<file path="config.mk">
export PLATFORM = sky130hd
export DESIGN_NAME = rename_map_ckpt
export DESIGN_NICKNAME = d
export VERILOG_FILES = /design/src/rtl/rename_map_ckpt_pkg.sv /design/src/rtl/rename_map_hit_enc.sv /design/src/rtl/rename_map_ckpt.sv
export SDC_FILE = /design/constraint.sdc
export NUM_CORES = 1
export LEC_CHECK = 0
export CAP_MARGIN = 20
export CORE_MARGIN = 5
export CORE_UTILIZATION = 35
export CTS_CLUSTER_SIZE = 10
export DETAILED_ROUTE_END_ITERATION = 12
export PLACE_DENSITY = 0.57
export REMOVE_ABC_BUFFERS = 1
export SLEW_MARGIN = 10
export SYNTH_ARGS = -nofsm -noshare
export SYNTH_HDL_FRONTEND = slang
export SYNTH_HIERARCHICAL = 1
export SYNTH_SLANG_ARGS = --single-unit
</file>
<file path="constraint.sdc">
create_clock -name clk -period 4.8 [get_ports clk]
set_clock_uncertainty 0.15 [all_clocks]
set_input_delay 0.72 -clock clk [delete_from_list [all_inputs] [get_ports clk]]
set_output_delay 0.72 -clock clk [all_outputs]
set_load 0.02 [all_outputs]
</file>
<file path="src/rtl/rename_map_ckpt_pkg.sv">
// Shared defaults and control encodings for the rename map CAM with valid-vector checkpoints.
package rename_map_ckpt_pkg;

  localparam int DEF_DATA  = 8;
  localparam int DEF_DEPTH = 16;
  localparam int DEF_WRITE = 2;
  localparam int DEF_READ  = 2;
  localparam int DEF_CKPT  = 4;

  // All enables, resets and strobes on this block are active-low.
  localparam logic EN_ACTIVE = 1'b0;

  typedef enum logic [1:0] {
    VSRC_WRITE   = 2'd0,
    VSRC_RESTORE = 2'd1,
    VSRC_FLUSH   = 2'd2
  } vsrc_e;

endpackage

</file>
<file path="src/rtl/rename_map_hit_enc.sv">
// Reduces one lookup port's hit vector to match, multi-hit and lowest hitting index.
module rename_map_hit_enc
  import rename_map_ckpt_pkg::*;
#(
  parameter int DEPTH = DEF_DEPTH,
  parameter int ADDR  = $clog2(DEPTH)
) (
  input  logic             en,
  input  logic [DEPTH-1:0] hit,
  output logic             match,
  output logic             multi,
  output logic [ADDR-1:0]  raddr
);

  always_comb begin
    match = 1'b0;
    multi = 1'b0;
    raddr = '0;
    if (en) begin
      match = |hit;
      // Clearing the lowest set bit leaves something only if two or more bits were set.
      multi = |(hit & (hit - DEPTH'(1)));
      for (int i = DEPTH - 1; i >= 0; i--) begin
        if (hit[i]) raddr = ADDR'(i);
      end
    end
  end

endmodule

</file>
<file path="src/rtl/rename_map_ckpt.sv">
// Register-rename CAM: multi-port masked writes, masked lookups, valid-vector checkpoint/restore/flush.
// Define RENAME_MAP_BYPASS_EN to let lookups see same-cycle writes.
module rename_map_ckpt
  import rename_map_ckpt_pkg::*;
#(
  parameter int DATA  = DEF_DATA,
  parameter int DEPTH = DEF_DEPTH,
  parameter int WRITE = DEF_WRITE,
  parameter int READ  = DEF_READ,
  parameter int CKPT  = DEF_CKPT,
  localparam int ADDR  = $clog2(DEPTH),
  localparam int CADDR = $clog2(CKPT)
) (
  input  logic                  clk,
  input  logic                  reset_,
  input  logic [WRITE-1:0]      we_,
  input  logic [ADDR*WRITE-1:0] waddr,
  input  logic [DATA*WRITE-1:0] wd,
  input  logic [DATA*WRITE-1:0] wm,
  input  logic [WRITE-1:0]      wv,
  input  logic [READ-1:0]       re_,
  input  logic [DATA*READ-1:0]  rd,
  input  logic [DATA*READ-1:0]  rm,
  output logic [READ-1:0]       match,
  output logic [READ-1:0]       multi,
  output logic [ADDR*READ-1:0]  raddr,
  input  logic                  ckpt_we_,
  input  logic [CADDR-1:0]      ckpt_id,
  input  logic                  restore_,
  input  logic [CADDR-1:0]      restore_id,
  input  logic                  flush_,
  output logic [ADDR:0]         valid_cnt
);

  logic [DATA-1:0]  data_reg  [DEPTH];
  logic [DATA-1:0]  data_next [DEPTH];
  logic [DEPTH-1:0] valid_reg;
  logic [DEPTH-1:0] valid_wr;
  logic [DEPTH-1:0] valid_next;
  logic [DEPTH-1:0] ckpt_reg  [CKPT];
  logic [DEPTH-1:0] ckpt_next [CKPT];
  logic [ADDR:0]    valid_cnt_reg;
  logic [ADDR:0]    cnt_next;
  vsrc_e            vsrc;

  // Ports applied in ascending order so the higher index lands last and wins.
  always_comb begin
    data_next = data_reg;
    valid_wr  = valid_reg;
    for (int w = 0; w < WRITE; w++) begin
      if (we_[w] == EN_ACTIVE) begin
        data_next[waddr[w*ADDR +: ADDR]] = (data_next[waddr[w*ADDR +: ADDR]] & wm[w*DATA +: DATA])
                                         | (wd[w*DATA +: DATA] & ~wm[w*DATA +: DATA]);
        valid_wr[waddr[w*ADDR +: ADDR]]  = wv[w];
      end
    end
  end

  always_comb begin
    vsrc = VSRC_WRITE;
    if (flush_ == EN_ACTIVE)        vsrc = VSRC_FLUSH;
    else if (restore_ == EN_ACTIVE) vsrc = VSRC_RESTORE;

    case (vsrc)
      VSRC_FLUSH:   valid_next = '0;
      VSRC_RESTORE: valid_next = ckpt_reg[restore_id];
      default:      valid_next = valid_wr;
    endcase

    // Snapshot takes the final next-state vector, so a restore in the same cycle is captured.
    ckpt_next = ckpt_reg;
    if (vsrc == VSRC_FLUSH) begin
      for (int k = 0; k < CKPT; k++) ckpt_next[k] = '0;
    end else if (ckpt_we_ == EN_ACTIVE) begin
      ckpt_next[ckpt_id] = valid_next;
    end

    cnt_next = '0;
    for (int i = 0; i < DEPTH; i++) cnt_next = cnt_next + {{ADDR{1'b0}}, valid_next[i]};
  end

  always_ff @(posedge clk or negedge reset_) begin
    if (!reset_) begin
      for (int i = 0; i < DEPTH; i++) data_reg[i] <= '0;
      for (int k = 0; k < CKPT; k++)  ckpt_reg[k] <= '0;
      valid_reg     <= '0;
      valid_cnt_reg <= '0;
    end else begin
      data_reg      <= data_next;
      ckpt_reg      <= ckpt_next;
      valid_reg     <= valid_next;
      valid_cnt_reg <= cnt_next;
    end
  end

  assign valid_cnt = valid_cnt_reg;

  logic [DATA-1:0]  look_data [DEPTH];
  logic [DEPTH-1:0] look_valid;

`ifdef RENAME_MAP_BYPASS_EN
  always_comb begin
    look_data  = data_next;
    look_valid = valid_wr;
  end
`else
  always_comb begin
    look_data  = data_reg;
    look_valid = valid_reg;
  end
`endif

  genvar gi;
  generate
    for (gi = 0; gi < READ; gi++) begin : g_look
      logic [DEPTH-1:0] hit;

      always_comb begin
        for (int e = 0; e < DEPTH; e++) begin
          hit[e] = look_valid[e]
                && (((look_data[e] ^ rd[gi*DATA +: DATA]) & ~rm[gi*DATA +: DATA]) == '0);
        end
      end

      // Gating on reset_ keeps bypassed writes from producing hits while in reset.
      rename_map_hit_enc #(
        .DEPTH (DEPTH),
        .ADDR  (ADDR)
      ) u_hit_enc (
        .en    ((re_[gi] == EN_ACTIVE) && reset_),
        .hit   (hit),
        .match (match[gi]),
        .multi (multi[gi]),
        .raddr (raddr[gi*ADDR +: ADDR])
      );
    end
  endgenerate

endmodule

</file>
==> results of run 1 <==
-- per-layer routing --
layer  vias up  GRT usage (%)  share of wire [%]
met5         -              0              0.013
met4         2           23.9                9.2
met2      1119           52.2                 43
met3       302           6.04                8.7
met1      9502           43.3                 39
li1       8472              -                  -
-- synthesized netlist by cell type, types with 7 or more instances --
cell type / number
xnor2_1: 257
a21oi_1: 59
a22o_1: 7
o21a_1: 10
o31ai_1: 22
a21o_1: 9
nand3_1: 36
o21ai_0: 177
o221ai_1: 43
clkbuf_1: 115
nor2b_1: 15
or2_2: 8
and2_1: 23
dfrtp_1: 213
a21boi_1: 9
mux2_2: 15
buf_6: 8
buf_2: 16
nand2b_1: 25
nor2_1: 171
a211oi_1: 17
mux2i_1: 97
a22oi_1: 13
nor3_1: 57
a221o_1: 7
a221oi_1: 7
a31oi_1: 29
buf_1: 27
fa_1: 10
o211ai_1: 29
inv_1: 32
nand2_1: 316
o22ai_1: 80
a222oi_1: 7
mux4_2: 22
a21boi_0: 33
o21ai_1: 19
-- per-stage QoR --
step / instance area (um^2) / setup TNS (ps) / utilization [%]
6_report: 23500 / 0 / 46.0
5_1_grt: 23500 / -22.1 / 46.0
4_1_cts: 23300 / 0 / 45.5
3_5_place_dp: 22300 / -19750 / 43.5
3_3_place_gp: 22300 / -23430 / 43.5
2_1_floorplan: 17200 / -2890 / -
-- cell type report --
cell class	count	area [um^2]
multi-input combinational	1751	12000
timing repair buffer	481	4330
clock inverter	11	111
inverter	34	128
fill	5065	27700
tap	680	851
sequential	213	5330
clock buffer	39	793
-- what timing repair did --
action,in CTS,in global routing
gates resized for setup,41,71
pin swaps,20,21
buffers inserted,5,5
endpoints found under the setup margin,8,40
gates cloned,0,2
-- kinds of logic after synthesis --
family	count (synthesis)	synth area share, %
simple gates	704	17.7
compound gates	632	23.7
xor+xnor	260	12.6
flops	213	29.6
buf+inv	209	5.27
mux	138	9.52
fa+ha+maj	17	1.57
-- power groups by stage --
stage          Combinational (mW)  Sequential, mW  Clock [mW]
4_1_cts                      2.71            2.87        2.16
3_5_place_dp                 2.69            2.90           0
6_report                     2.77            2.89        2.14
5_1_grt                      2.97            2.90        2.23
3_3_place_gp                 2.67            2.90           0
2_1_floorplan                1.62            2.50           0
-- how the worst max path moves through the flow --
stage	start	endpoint	slack [ps]
2_1_floorplan	waddr[7]	valid_cnt[4]$_DFF_PN0_	-780
3_3_place_gp	waddr[1]	valid_cnt[4]$_DFF_PN0_	-1210
3_5_place_dp	waddr[1]	valid_cnt[4]$_DFF_PN0_	-1210
4_1_cts	we_[0]	valid_cnt[4]$_DFF_PN0_	10
5_1_grt	we_[0]	valid_cnt[4]$_DFF_PN0_	-20
6_report	restore_id[1]	valid_cnt[4]$_DFF_PN0_	110
==> impl_results.md, run 1 <==
* Fmax at 213 MHz
* CP dominant cell by count: fa_1
* Final setup fails at 0
* Number of global-route vias before repair at 18.5k
* Total power draw at 7.81 mW
* RSZ-0062 raised after global routing: yes
* Total stage count of the critical path at 16
* CP Launch Type: primary input
* Initial DRC Count at between 2k and 2.5k
* Main synth FF type: dfrtp_1
* Commonest non-fill, non-tap cell in the layout: buf_4
* Final Max Slew Viols at 0
* DPL Wire Length at 76.4 mm
* First-pass GRT wire length at between 100 and 150 mm
* Netlist cell types at 94
* Hold Buf Count CTS at 0
* H-tree levels at 1
* Wire per inst at 31.1 um
* RR Startpoint: ckpt_reg[15]$_DFFE_PN0P_
* Avg Synthesized Cell Area at 8.30 um^2
* Final ANT Viol Nets at 0
* Maximum VDD drop at roughly 0.26 mV
* Num rows at 83
* Comb pwr share at 35.5%
* CTS Buf Count at 29
* Seq/Total Area, Yosys at 29.6%
* First-pass detailed-route iteration total at 7
* Most frequent cells in the layout: 338 x buf_4, 311 x nand2_1, 257 x xnor2_1
* Internal at 4.73 mW
* Max_slew headroom at 21.1%
* WL final at 99.8 mm
* YS warnings at 6
* Setup slack, reg-to-reg at 390 ps
* GRT Util Overall at 34.0%
* Clk buf depth at 3
* Post-Layout Cell Count at 3209
* Die X at between 200 and 250 um
* Clock Latency Late Sink at 590 ps
* Worst-Margin Slew at ~1200 ps
* Largest net degree at the start of global routing at 58
* Net Sw Frac at 39.5%
* Clock Power Share at between 20% and 30%
* Setup crit end kind: register
* Nets@finish at 2612
* Path depth of the worst reg2reg path at 14
* Die Span Y at 237 um
* Fin worst setup slack at about 110 ps
* Sequential share of power at 37.1%
* Psw at 3.08 mW
* I/O pins at 104
* Area grow syn2layout at 30.4%
* GPL Wtd Cong at 1.01
* Clk sinks at 213
* Top Family by Delay on Critical Path: adder cells
* Gate Count Post-Synth at approximately 2.2k
* Core Box Area at 51200 um^2
* Die ar. at 56200 um^2
* PwrDens at between 300 and 400 nW/um^2
* Via count at 19.4k
* Clk root buf: clkbuf_16
* Leakage at 9.78 nW
* Number of flip-flops in the largest register at between 100 and 150
* Cell taking the most area after synthesis: dfrtp_1
* Yosys top cell area share at around 30%
* CP required at between 5000 and 6000 ps
* Post-Place Cells at about 3.1k
* FF-to-FF End: valid_cnt[4]$_DFF_PN0_
* #FFs+latches synth at 213
* Antenna Cells at 0
* Initial Util at between 30% and 40%
* Max Cap Violations at 0
* Share of cells above drive strength 1 at 22.3%
* Crit-path max cell delay at 550 ps
* Slowest CP cell: fa_1
* Hold Path Class: in -> async
* DRC errors left at 0
* I/O Buffers at 103
* Netlist Area Pre-Place at ~18000 um^2
* Min cycle time layout at around 4700 ps
* CP max FO at 8
* Dpl ws at -1210 ps
* Critical path buffers and inverters at 5
* Initial antenna violation count at 1
* Final hold violations at 0
* Final period utilization at 97.7%
* Status: finished, final reports clean
* Async SR Flop Fraction at 100%
* Clock slew at reported path FFs at 60 ps
* Hold WS at around 150 ps
* CP Cell Sequence: clkdlybuf4s50_1 > buf_4 > buf_8 > mux4_2 > mux2i_1 > nor2b_2 > fa_1 > inv_2 > fa_1 > fa_1 > inv_2 > fa_1 > ha_2 > fa_2 > a21oi_2 > nor2b_1
* Worst Path Arrival at 5000 ps
* Post-synth EDFFs at 0
* GRT overflow at 0
* Synth top area cells: dfrtp_1 30%, xnor2_1 12%, nand2_1 6.6%
* Drt via density at 6.04
* CTS tree: yes
* WS Path Type: in -> reg
Note: power is estimated with default switching activity, not from simulation.
==> run 2, diff against run 1 <==
--- a/config.mk
+++ b/config.mk
@@ -10,7 +10,6 @@
 export CORE_UTILIZATION = 35
 export CTS_CLUSTER_SIZE = 10
 export DETAILED_ROUTE_END_ITERATION = 12
-export PLACE_DENSITY = 0.57
 export REMOVE_ABC_BUFFERS = 1
 export SLEW_MARGIN = 10
 export SYNTH_ARGS = -nofsm -noshare
==> impl_results.md, run 2 (synthesis results as in run 1) <==
* GRT overflow at 0
* CP Cell Sequence: clkdlybuf4s50_1 > buf_12 > buf_4 > xnor2_1 > o21ai_1 > nor2_1 > o221ai_1 > nor3_1 > buf_4 > nor4_4 > nand2_2 > buf_4 > o21a_1 > clkdlybuf4s50_1
* Total stage count of the critical path at 14
* Setup crit end kind: output port
* Nets@finish at between 2k and 3k
* WS Path Type: in -> out
* Critical path buffers and inverters at 6
* Clk buf depth at 3
* CP Launch Type: primary input
* Final hold violations at 0
* Clock slew at reported path FFs at 50 ps
* DPL Wire Length at 76.0 mm
* GRT Util Overall at 33.8%
* Fin worst setup slack at -13.9 ps
* Die X at between 200 and 250 um
* Drt via density at 6.09
* Clock Latency Late Sink at around 600 ps
* Crit-path max cell delay at 600 ps
* Hold Path Stages at 2
* Final Max Slew Viols at 0
* Status: complete, but fails checks
* First-pass GRT wire length at 139 mm
* Maximum VDD drop at around 0.28 mV
* Post-Place Cells at 3129
* CTS tree: yes
* Initial antenna violation count at 4
* Leakage at 9.64 nW
* Num rows at 83
* Via count at 19.4k
* DRC errors left at 0
* CP max FO at 12
* Core Box Area at ~50000 um^2
* GPL Wtd Cong at between 1 and 1.5
* Failing checks: negative setup slack
* Path depth of the worst reg2reg path at 14
* Final instance area at between 20000 and 25000 um^2
* Commonest non-fill, non-tap cell in the layout: buf_4
* Placed cell area at 22100 um^2
* Total power draw at between 7 and 8 mW
* Multi-input logic area at 12000 um^2
* I/O pins at 104
* Register Area at about 5300 um^2
* Number of flip-flops in the largest register at 128
* Most frequent cells in the layout: 326 x buf_4, 310 x nand2_1, 257 x xnor2_1
* PwrDens at approximately 330 nW/um^2
* I/O Buffers at a little over 100
* Die Span Y at 237 um
* Final period utilization at 100%
* CP required at about 3900 ps
* Largest net degree at the start of global routing at 130
* RSZ-0062 raised after global routing: no
* Max Cap Violations at 0
* Clk root buf: clkbuf_16
* Fin util at 45.4%
* Slowest CP cell: clkdlybuf4s50_1
* Die ar. at 56200 um^2
* Initial DRC Count at 2204
* Fill cells at 5104
* Hold Path Class: reg -> reg
* Min cycle time layout at 4810 ps
* Initial Util at 35.2%
* Number of global-route vias before repair at 18.8k
* First-pass detailed-route iteration total at 6
* Final ANT Viol Nets at 0
* Hold WS at 338 ps
* Fmax at 208 MHz
* H-tree levels at 1
* Post-Layout Cell Count at 3188
* Share of cells above drive strength 1 at 21.7%
* Final setup fails at 1
* Max_slew headroom at 18.2%
* Worst Path Arrival at 3940 ps
* WL final at 98.7 mm
* Clk sinks at 213
* Wire per inst at between 30 and 40 um
* Worst-Margin Slew at 1220 ps
* CP dominant cell by count: buf_4
* Top Family by Delay on Critical Path: buffers and inverters
* CTS Buf Count at 27
* Area grow syn2layout at 28.9%
[run 2: metal layers]
metal / track usage [%] / up-vias / part of all wire (%)
met1: 43.1 / 9587 / 39
met2: 52.0 / 1088 / 43
met5: 0 / - / 0.027
met4: 22.2 / 4 / 8.7
met3: 6.67 / 311 / 8.6
li1: - / 8423 / -
[run 2: worst register-to-register path, cell delays in order, from the launching register on]
cell and delay, ps:
dfrtp_1 380, mux4_2 460, mux2i_1 140, nand2b_4 160
inv_4 40, fa_1 580, inv_2 60, fa_1 490
fa_1 570, inv_2 50, fa_2 470, ha_4 180
fa_2 380, a21oi_2 140, nor2b_1 50
[run 2: timing repair]
action,in CTS,in global routing
hold buffers,1,0
gates resized for setup,58,49
buffers inserted,5,9
hold endpoints to repair,11,0
setup endpoints to repair,9,13
pin swaps,23,25
[run 2: area by class of cell]
type                            instances  area share (%)
Multi-Input combinational cell       1751            51.6
Sequential cell                       213            22.9
Timing Repair Buffer                  465            17.7
Tap cell                              680            3.66
Clock buffer                           39            3.36
Inverter                               34           0.560
Clock inverter                          4           0.151
Antenna cell                            2          0.0215
[run 2: power breakdown]
part           internal, mW  switching (mW)  leakage (nW)
Clock                  1.12           0.861         0.404
Combinational          1.34            1.39          6.48
Sequential             2.10           0.802          2.75
[run 2: final timing paths]
path,slack (ps),to,from
worst max-delay path,-10,match[1],rd[8]
worst min-delay path,340,ckpt_reg[24]$_DFFE_PN0P_,ckpt_reg[24]$_DFFE_PN0P_
worst max register to register,370,valid_cnt[4]$_DFF_PN0_,ckpt_reg[15]$_DFFE_PN0P_
worst min register to register,340,ckpt_reg[24]$_DFFE_PN0P_,ckpt_reg[24]$_DFFE_PN0P_
max in group asynchronous,2740,data_reg[118]$_DFF_PN0_,reset_
min in group asynchronous,400,ckpt_reg[13]$_DFFE_PN0P_,reset_
[run 2: through the flow]
step,TNS (ps),setup slack (ps)
after global placement,-5140,-1050
after CTS,-0.624,-0.624
final,-13.9,-13.9
after floorplan,-2890,-779
after detailed placement,-5450,-1120
after global routing,0,0.256
